$ cat config.mk
export PLATFORM = sky130hd
export DESIGN_NAME = led_matrix_scan_ctrl
export DESIGN_NICKNAME = d
export VERILOG_FILES = /design/src/rtl/led_matrix_scan_ctrl.sv
export SDC_FILE = /design/constraint.sdc
export NUM_CORES = 1
export LEC_CHECK = 0
export BUFFER_PORTS_ARGS = -buffer_cell sky130_fd_sc_hd__buf_2
export CORE_ASPECT_RATIO = 1.4
export CORE_UTILIZATION = 55
export DETAILED_ROUTE_END_ITERATION = 12
export GPL_TIMING_DRIVEN = 0
export HOLD_SLACK_MARGIN = 0.12
export PLACE_DENSITY = 0.81
export SLEW_MARGIN = 5
export SYNTH_ARGS = -nofsm -noshare
export SYNTH_HDL_FRONTEND = slang
export SYNTH_SLANG_ARGS = --single-unit
$ cat constraint.sdc
create_clock -name sys_clk -period 6.95 [get_ports sys_clk]
set_clock_uncertainty 0.15 [all_clocks]
set_input_delay 1.39 -clock sys_clk [delete_from_list [all_inputs] [get_ports sys_clk]]
set_output_delay 1.39 -clock sys_clk [all_outputs]
set_load 0.01 [all_outputs]
$ cat src/rtl/led_matrix_scan_ctrl.sv
// Row-scanned 9x8 LED matrix driver: per-row slot with a dark lead-in, registered outputs.
// Optional ping-pong frame buffers selected by `define LED_DOUBLE_BUFFER_EN.
`timescale 1ns/1ps
module led_matrix_scan_ctrl #(
  parameter int ROW_PERIOD   = 27000,
  parameter int BLANK_CYCLES = 270
) (
  input  logic       sys_clk,
  input  logic       rst_n,
  input  logic       wr_en,
  input  logic [3:0] wr_row,
  input  logic [7:0] wr_data,
  input  logic       swap_req,
  output logic       swap_ack,
  output logic       frame_start,
  output logic [7:0] led_col,
  output logic [8:0] led_row
);

  localparam int CNT_W = (ROW_PERIOD > 1) ? $clog2(ROW_PERIOD) : 1;
  localparam logic [CNT_W-1:0] CNT_LAST   = CNT_W'(ROW_PERIOD - 1);
  localparam logic [CNT_W-1:0] BLANK_LAST = CNT_W'(BLANK_CYCLES - 1);

  typedef enum logic [0:0] {
    ST_BLANK = 1'b0,
    ST_DRIVE = 1'b1
  } slot_state_t;

  slot_state_t      state_r, state_s;
  logic [CNT_W-1:0] cnt_r, cnt_s;
  logic [3:0]       row_r, row_s;
  logic             pending_r, pending_s;
  logic             wrap_frame_s;
  logic             swap_s;
  logic             drive_enter_s;
  logic [7:0]       front_row_s;
  logic [8:0]       led_row_r, led_row_s;
  logic [7:0]       led_col_r, led_col_s;
  logic             swap_ack_r;
  logic             frame_start_r;
  logic [7:0]       buf_a_r [9];
`ifdef LED_DOUBLE_BUFFER_EN
  logic [7:0]       buf_b_r [9];
  logic             front_sel_r;
`endif

  assign led_row     = led_row_r;
  assign led_col     = led_col_r;
  assign swap_ack    = swap_ack_r;
  assign frame_start = frame_start_r;

  // Slot state, counters, pending flag and output registers
  always_ff @(posedge sys_clk or negedge rst_n) begin
    if (!rst_n) begin
      state_r       <= ST_BLANK;
      cnt_r         <= '0;
      row_r         <= 4'd0;
      pending_r     <= 1'b0;
      led_row_r     <= 9'd0;
      led_col_r     <= 8'd0;
      swap_ack_r    <= 1'b0;
      frame_start_r <= 1'b0;
    end else begin
      state_r       <= state_s;
      cnt_r         <= cnt_s;
      row_r         <= row_s;
      pending_r     <= pending_s;
      led_row_r     <= led_row_s;
      led_col_r     <= led_col_s;
      swap_ack_r    <= swap_s;
      frame_start_r <= wrap_frame_s;
    end
  end

  // Next-state and next-output logic; outputs are precomputed so the registers match cnt/row
  always_comb begin
    cnt_s         = cnt_r + CNT_W'(1);
    row_s         = row_r;
    state_s       = state_r;
    wrap_frame_s  = 1'b0;
    swap_s        = 1'b0;
    pending_s     = pending_r | swap_req;
    drive_enter_s = 1'b0;
    led_row_s     = 9'd0;
    led_col_s     = 8'd0;

    if (cnt_r == CNT_LAST) begin
      cnt_s = '0;
      if (row_r >= 4'd8) begin
        row_s        = 4'd0;
        wrap_frame_s = 1'b1;
      end else begin
        row_s = row_r + 4'd1;
      end
    end else begin
      row_s = row_r;
    end

    case (state_r)
      ST_BLANK: begin
        if (cnt_r == BLANK_LAST) begin
          state_s       = ST_DRIVE;
          drive_enter_s = 1'b1;
        end else begin
          state_s = ST_BLANK;
        end
      end
      ST_DRIVE: begin
        if (cnt_r == CNT_LAST) begin
          state_s = ST_BLANK;
        end else begin
          state_s = ST_DRIVE;
        end
      end
      default: begin
        state_s = ST_BLANK;
      end
    endcase

    // Collapse all requests since the last boundary into one swap
    if (wrap_frame_s && pending_s) begin
      swap_s    = 1'b1;
      pending_s = 1'b0;
    end else begin
      swap_s = 1'b0;
    end

    if (state_s == ST_DRIVE) begin
      led_row_s = 9'd1 << row_s;
      led_col_s = drive_enter_s ? front_row_s : led_col_r;
    end else begin
      led_row_s = 9'd0;
      led_col_s = 8'd0;
    end
  end

`ifdef LED_DOUBLE_BUFFER_EN
  // Front-row lookup from whichever buffer is currently displayed
  always_comb begin
    if (front_sel_r) begin
      front_row_s = buf_b_r[row_r];
    end else begin
      front_row_s = buf_a_r[row_r];
    end
  end

  // Writes go to the back buffer; a write on the swap edge lands before the exchange
  always_ff @(posedge sys_clk or negedge rst_n) begin
    if (!rst_n) begin
      for (int i = 0; i < 9; i++) begin
        buf_a_r[i] <= 8'h00;
        buf_b_r[i] <= 8'h00;
      end
      front_sel_r <= 1'b0;
    end else begin
      if (wr_en && (wr_row <= 4'd8)) begin
        if (front_sel_r) begin
          buf_a_r[wr_row] <= wr_data;
        end else begin
          buf_b_r[wr_row] <= wr_data;
        end
      end
      if (swap_s) begin
        front_sel_r <= ~front_sel_r;
      end
    end
  end
`else
  // Single buffer serves as front and back; captured at DRIVE entry only
  always_comb begin
    front_row_s = buf_a_r[row_r];
  end

  // Frame buffer writes; out-of-range rows are dropped
  always_ff @(posedge sys_clk or negedge rst_n) begin
    if (!rst_n) begin
      for (int i = 0; i < 9; i++) begin
        buf_a_r[i] <= 8'h00;
      end
    end else begin
      if (wr_en && (wr_row <= 4'd8)) begin
        buf_a_r[wr_row] <= wr_data;
      end
    end
  end
`endif

endmodule

==> metrics.cfg, run 1 <==
[timing]
worst_slack_ns = 3.996
worst-slew-pin-transition_ns = 1.366
slew_viol_final = 0
period_share_pct = 42.50
finalSetupViolations = 0
max_slew_margin_pct = 8.091
rsz0062_at_grt = no
tns_ns = 0
final_hold_viol_count = 0
timing.fmax_mhz = 338.5
fin_crit_ns = 2.954

[grt]
grt_usage_pct = 23.51
gr-total-overflow = 0
grt_max_degree = 73
grt_pass1_vias = 3305
antenna_found_initial = 0
grt_pass1_wl_mm = 17.10

[critical_path]
cp_max_fo = 10
crit_family = buffers and inverters
worstSetupPathType = register to register
cp.required_ns = 7.05
cp-start-kind = register
crit_path_top_delay_cell = clkbuf_1
path_cells = clkbuf_1 -> inv_1 -> ha_1 -> nor2b_1 -> mux2i_1 -> inv_1 -> nor4_1
cp.buffers_inverters = 3
endpoint_kind = register
cpPeakStageDelay_ns = 0.54
cp_common_cell = inv_1
arrival_ns = 3.05

[final_layout]
area_growth_pct = 12.66
drive_gt1_share_pct = 37.16
n_antenna_cell = 0
layout.nets = 424
finish.instance_area_um2 = 5680
fill_cells = 676

[logic_synthesis]
syn_area_per_cell_um2 = 14.08
synth_cells = 358
ys_top_cells_by_count = dfrtp_1, mux2_2, nor2_1
yosysWarnings = 0
synth-edff-count = 0
yosys_most_used_dff = dfrtp_1
synthDistinctLibCells = 40
ys_seq_area_share_pct = 55.58
synth_area_leaders = dfrtp_1, mux2_2, mux4_2
ys_ff_latch = 112
synth-async-reset-ratio_pct = 100.0
yosysTopAreaCellShare_pct = 55.58
syn_area_um2 = 5042
yosysMostFrequentCell = dfrtp_1
yosys.area.top_type = dfrtp_1
synth_fp_nets = 378

[detailed_routing]
drt_iter0_drc = 180
routed_wl_mm = 9.917
final_antenna_net_count = 0
viasPerCell = 6.019
drtPass1Iterations = 6
routed-via-count = 3106
drc = 0
avgRoutedWirePerCell_um = 19.22

[die]
ioPinCount = 35
die-area_um2 = 9560
rows = 41
die_y_um = 115.3
start_util_pct = 56.17
core-area_um2 = 8977
die_x_um = 82.92

[placed_design]
gp_congestion = 0.8057
place_worst_setup_slack_ns = 3.673
place_hpwl_mm = 6.639
postPlaceCellArea_um2 = 5393
numPortBuffers = 34

[cts]
cts_setup_buffers = 0
cts-root-buf = clkbuf_16
htreeDepth = 3
cts.sinks = 112
clk_pin_slew_worst_paths_ns = 0.07
clk_latency_ns = 0.35
numCtsBuffers = 9
cts_resized = 0
cts_hold_buffers = 0
cts_buffer_depth = 2
cts_tree = yes

[power_and_ir_drop]
peakVddDrop_v = 0.0001537
power.leakage_nw = 2.551
cellPowerDensity_nw_per_um2 = 258.6

[status]
status = complete, no violations

[flow_run]
maxCapViolations = 0

[min_path]
min_path_type = register to register

routing by layer:
metal  GRT usage (%)  vias to the layer above  wire, um
met5               0                        -         0
met4           11.15                        0       275
met3           5.240                       22       325
met2           38.36                       70      4930
met1           30.18                     1598      4385
li1                -                     1416         -
worst min-delay path: cells and delay by family (launching register included):
| kind | cells | cell delay (ns) |
|---|---|---|
| and+or+nand+nor | 2 | 0.13 |
| DFF | 1 | 0.32 |
cell type report:
| cell class | count | area [um2] | share of cell area (%) |
|---|---|---|---|
| inverters | 8 | 30.03 | 0.5286 |
| flip-flops and latches | 112 | 2803 | 49.34 |
| multi-input cells | 224 | 2156 | 37.95 |
| clock inverters | 7 | 62.56 | 1.101 |
| plain buffers | 14 | 70.07 | 1.233 |
| repair buffers | 35 | 200.2 | 3.524 |
| well taps | 107 | 133.9 | 2.357 |
| clock buffers | 9 | 225.2 | 3.965 |
state kept, by name, summed over array words and instances (netlist names):
register / flops
led_col: 8
frame_start: 1
row_r: 4
pending_r: 1
state_r: 1
buf_a_r: 72
led_row: 9
cnt_r: 15
swap_ack: 1
stage by stage:
step / power [mW] / std cells / util (%) / hold slack [ns]
after CTS: 1.479 / 516 / 63.28 / 0.3508
after floorplan: 0.9174 / 358 / - / 0.2973
after detailed placement: 0.9758 / 500 / 60.07 / 0.3355
after global routing: 1.536 / 516 / 63.28 / 0.3688
final: 1.469 / 516 / 63.28 / 0.3488
after global placement: 0.9562 / 499 / 59.55 / 0.3172
cell families (layout without fill, tap and decap cells):
kind of cell | Yosys count | count (layout) | synth area share (%)
multiplexers | 101 | 101 | 25.81
AND/OR/NAND/NOR | 94 | 94 | 11.24
XOR/XNOR | 12 | 12 | 2.084
flip-flops | 112 | 112 | 55.58
buffers and inverters | 22 | 73 | 1.985
AO/OA/AOI/OAI | 13 | 13 | 2.308
adder cells (fa/ha/maj) | 4 | 4 | 0.9926
power breakdown:
group | total (mW) | switching [mW] | internal [mW]
combinational | 0.166 | 0.0572 | 0.108
sequential | 0.794 | 0.0459 | 0.749
clock | 0.509 | 0.233 | 0.276
placed cells by master (no fill, tap or decap), types with 2 or more instances in the layout:
cell type,netlist,routed
nand4b_1,2,2
nand4_1,3,3
clkbuf_1,9,9
and3_1,2,2
dfrtp_1,112,112
nand2_1,10,10
a221o_1,8,8
or2_2,2,2
clkbuf_16,0,9
nor2_1,27,27
ha_1,4,4
mux4_2,16,16
nor2b_1,3,3
nor4_1,13,12
buf_2,2,35
nor3_1,3,3
o21ai_0,2,2
nand3b_1,3,3
buf_6,2,2
xor2_1,4,4
mux2i_1,13,13
inv_1,8,8
nand3_1,5,5
clkinv_2,0,5
xnor2_1,8,8
nor3b_2,0,2
nor4bb_1,8,8
mux2_2,72,72
worst paths after layout:
path | from | endpoint | slack [ns] | cells past startpoint
max | row_r[1] | led_row[8] | 4.00 | 7
min | pending_r | swap_ack | 0.35 | 2
max reg2reg | row_r[1] | led_row[8] | 4.00 | 7
min reg2reg | pending_r | swap_ack | 0.35 | 2
max in group asynchronous | rst_n | cnt_r[11] | 5.06 | 2
min in group asynchronous | rst_n | led_col[3] | 0.87 | 1
(Power assumes the default switching activity.)
==> run 2, diff against run 1 <==
- ABC_AREA: default -> 1
- clock period: 6.95 -> 2.8 ns (I/O delays scaled with it)
==> metrics.cfg, run 2 <==
[logic_synthesis]
syn_area_um2 = 5207  ; +3.3%
synth-edff-count = 0  ; unchanged
synthDistinctLibCells = 25  ; -38%
yosysWarnings = 0  ; unchanged
yosysMostFrequentCell = nand2_1
synth_area_leaders = dfrtp_1, nand2_1, nand3_1
synth_fp_nets = 678  ; +79%
ys_top_cells_by_count = nand2_1, dfrtp_1, nand3_1
syn_area_per_cell_um2 = 7.914  ; -44%
yosys.area.top_type = dfrtp_1
synth_cells = 658  ; +84%
yosysTopAreaCellShare_pct = 53.82  ; -1.8 points
synth-async-reset-ratio_pct = 100.0  ; unchanged
ys_seq_area_share_pct = 53.82  ; -1.8 points
ys_ff_latch = 112  ; unchanged
yosys_most_used_dff = dfrtp_1

[cts]
numCtsBuffers = 9  ; unchanged
cts_resized = 0  ; unchanged
htreeDepth = 3  ; unchanged
cts.sinks = 112  ; unchanged
cts_tree = yes
cts_hold_buffers = 0  ; unchanged
clk_pin_slew_worst_paths_ns = 0.07  ; about the same
cts_buffer_depth = 2  ; unchanged
cts-root-buf = clkbuf_16
clk_latency_ns = 0.36  ; about the same
cts_setup_buffers = 0  ; unchanged

[critical_path]
arrival_ns = 2.36  ; -0.69 ns
cp_max_fo = 10  ; unchanged
crit_family = buffers and inverters
cp.buffers_inverters = 5  ; +2
worstSetupPathType = register to register
cp.required_ns = 2.93  ; -4.12 ns
path_cells = buf_2 -> clkinv_1 -> buf_2 -> ha_1 -> inv_1 -> nor2_1 -> nand2_1 -> nand2_1 -> inv_1 -> nand2_1 -> nor2_1
crit_path_top_delay_cell = dfrtp_1
cp-start-kind = register
endpoint_kind = register
cpPeakStageDelay_ns = 0.36  ; -0.18 ns
cp_common_cell = nand2_1

[die]
die-area_um2 = 9866  ; +3.2%
rows = 41  ; unchanged
ioPinCount = 35  ; unchanged
die_x_um = 84.24  ; +1.6%
core-area_um2 = 9080  ; +1.1%
start_util_pct = 57.35  ; +1.2 points
die_y_um = 117.1  ; +1.6%

[power_and_ir_drop]
cellPowerDensity_nw_per_um2 = 615.5  ; +140%
fin_total_pwr_mw = 3.592  ; +140%
power.leakage_nw = 3.014  ; +18%
peakVddDrop_v = 0.0003773  ; +150%

[detailed_routing]
drc = 6  ; +6
drtPass1Iterations = 9  ; +3
viasPerCell = 5.547  ; -7.9%
drt_iter0_drc = 298  ; +66%
final_antenna_net_count = 0  ; unchanged
routed-via-count = 4526  ; +46%
routed_wl_mm = 12.78  ; +29%
avgRoutedWirePerCell_um = 15.66  ; -18%

[timing]
slew_viol_final = 0  ; unchanged
fin_crit_ns = 2.227  ; -0.7269 ns
worst_slack_ns = 0.5729  ; -3.423 ns
max_slew_margin_pct = 53.96  ; +46 points
timing.fmax_mhz = 449.0  ; +33%
period_share_pct = 79.54  ; +37 points
rsz0062_at_grt = no
final_hold_viol_count = 0  ; unchanged
worst-slew-pin-transition_ns = 0.6906  ; -0.6755 ns
finalSetupViolations = 0  ; unchanged

[grt]
grt_max_degree = 60  ; -18%
grt_pass1_vias = 4342  ; +31%
antenna_found_initial = 0  ; unchanged
gr-total-overflow = 0  ; unchanged
grt_pass1_wl_mm = 20.93  ; +22%
grt_usage_pct = 28.11  ; +4.6 points

[placed_design]
gp_congestion = 0.9225  ; +14%
place_hpwl_mm = 9.391  ; +41%
postPlaceCellArea_um2 = 5542  ; +2.8%
numPortBuffers = 34  ; unchanged
place_worst_setup_slack_ns = 0.6400  ; -3.033 ns

[final_layout]
layout_common_cells = nand2_1, dfrtp_1, nand3_1
n_antenna_cell = 0  ; unchanged
largest_register_ffs = 72  ; unchanged
largest-register = buf_a_r
area_growth_pct = 12.06
finish.instance_area_um2 = 5836  ; +2.7%
layout.nets = 724  ; +71%
final_common_cell = nand2_1
drive_gt1_share_pct = 10.30  ; -27 points

[status]
violations = DRC
status = complete, but fails checks

[flow_run]
maxCapViolations = 0  ; unchanged

[min_path]
min_path_type = input pin to asynchronous set/reset pin

==> run 2: through the flow <==
step | setup TNS, ns | cells | hold slack [ns] | util [%]
after floorplan | 0 | 658 | 0.1144 | -
after global placement | -18.12 | 799 | 0.3106 | 60.70
after detailed placement | 0 | 800 | 0.3177 | 61.03
after CTS | 0 | 816 | 0.1212 | 64.27
after global routing | 0 | 816 | 0.1544 | 64.27
final | 0 | 816 | 0.09161 | 64.27
==> run 2: logic make-up after synthesis <==
family / synth area share, %
AOI/OAI and AO/OA: 9.323
xor gates and xnor gates: 0.6729
adders and majority gates: 0.9611
buffers and inverters: 5.382
DFF: 53.82
and+or+nand+nor: 29.84
==> run 2: area by class of cell <==
type                       count  area [um2]
multi-input combinational    474        2125
timing repair buffer          35       200.2
clock inverter                 4       27.53
fill                         782        3244
inverter                      50       187.7
buffer                        22       92.59
clock buffer                  12       266.5
sequential                   112        2803
tap                          107       133.9
==> run 2: worst paths after layout <==
path	from	end	slack (ns)	cells past startpoint
worst max-delay path	row_r[0]	led_row[1]	0.57	11
worst min-delay path	rst_n	cnt_r[13]	0.09	1
worst max register to register	row_r[0]	led_row[1]	0.57	11
worst min register to register	buf_a_r[60]	buf_a_r[60]	0.34	2
max in group asynchronous	rst_n	buf_a_r[36]	1.68	2
min in group sys_clk	swap_req	pending_r	0.30	3
==> run 2: per-layer routing <==
metal  global-route usage (%)  vias up  wire [um]
met2                    49.67      153       6515
li1                         -     2203          -
met3                    4.418       43        653
met4                    17.93        0        643
met5                        0        -          0
met1                    32.18     2127       4969
==> run 2: power by group <==
part	switching [mW]	total [mW]	internal, mW
registers	0.120	1.95	1.83
clock network	0.569	1.25	0.677
logic	0.247	0.396	0.149
total	0.936	3.59	2.66
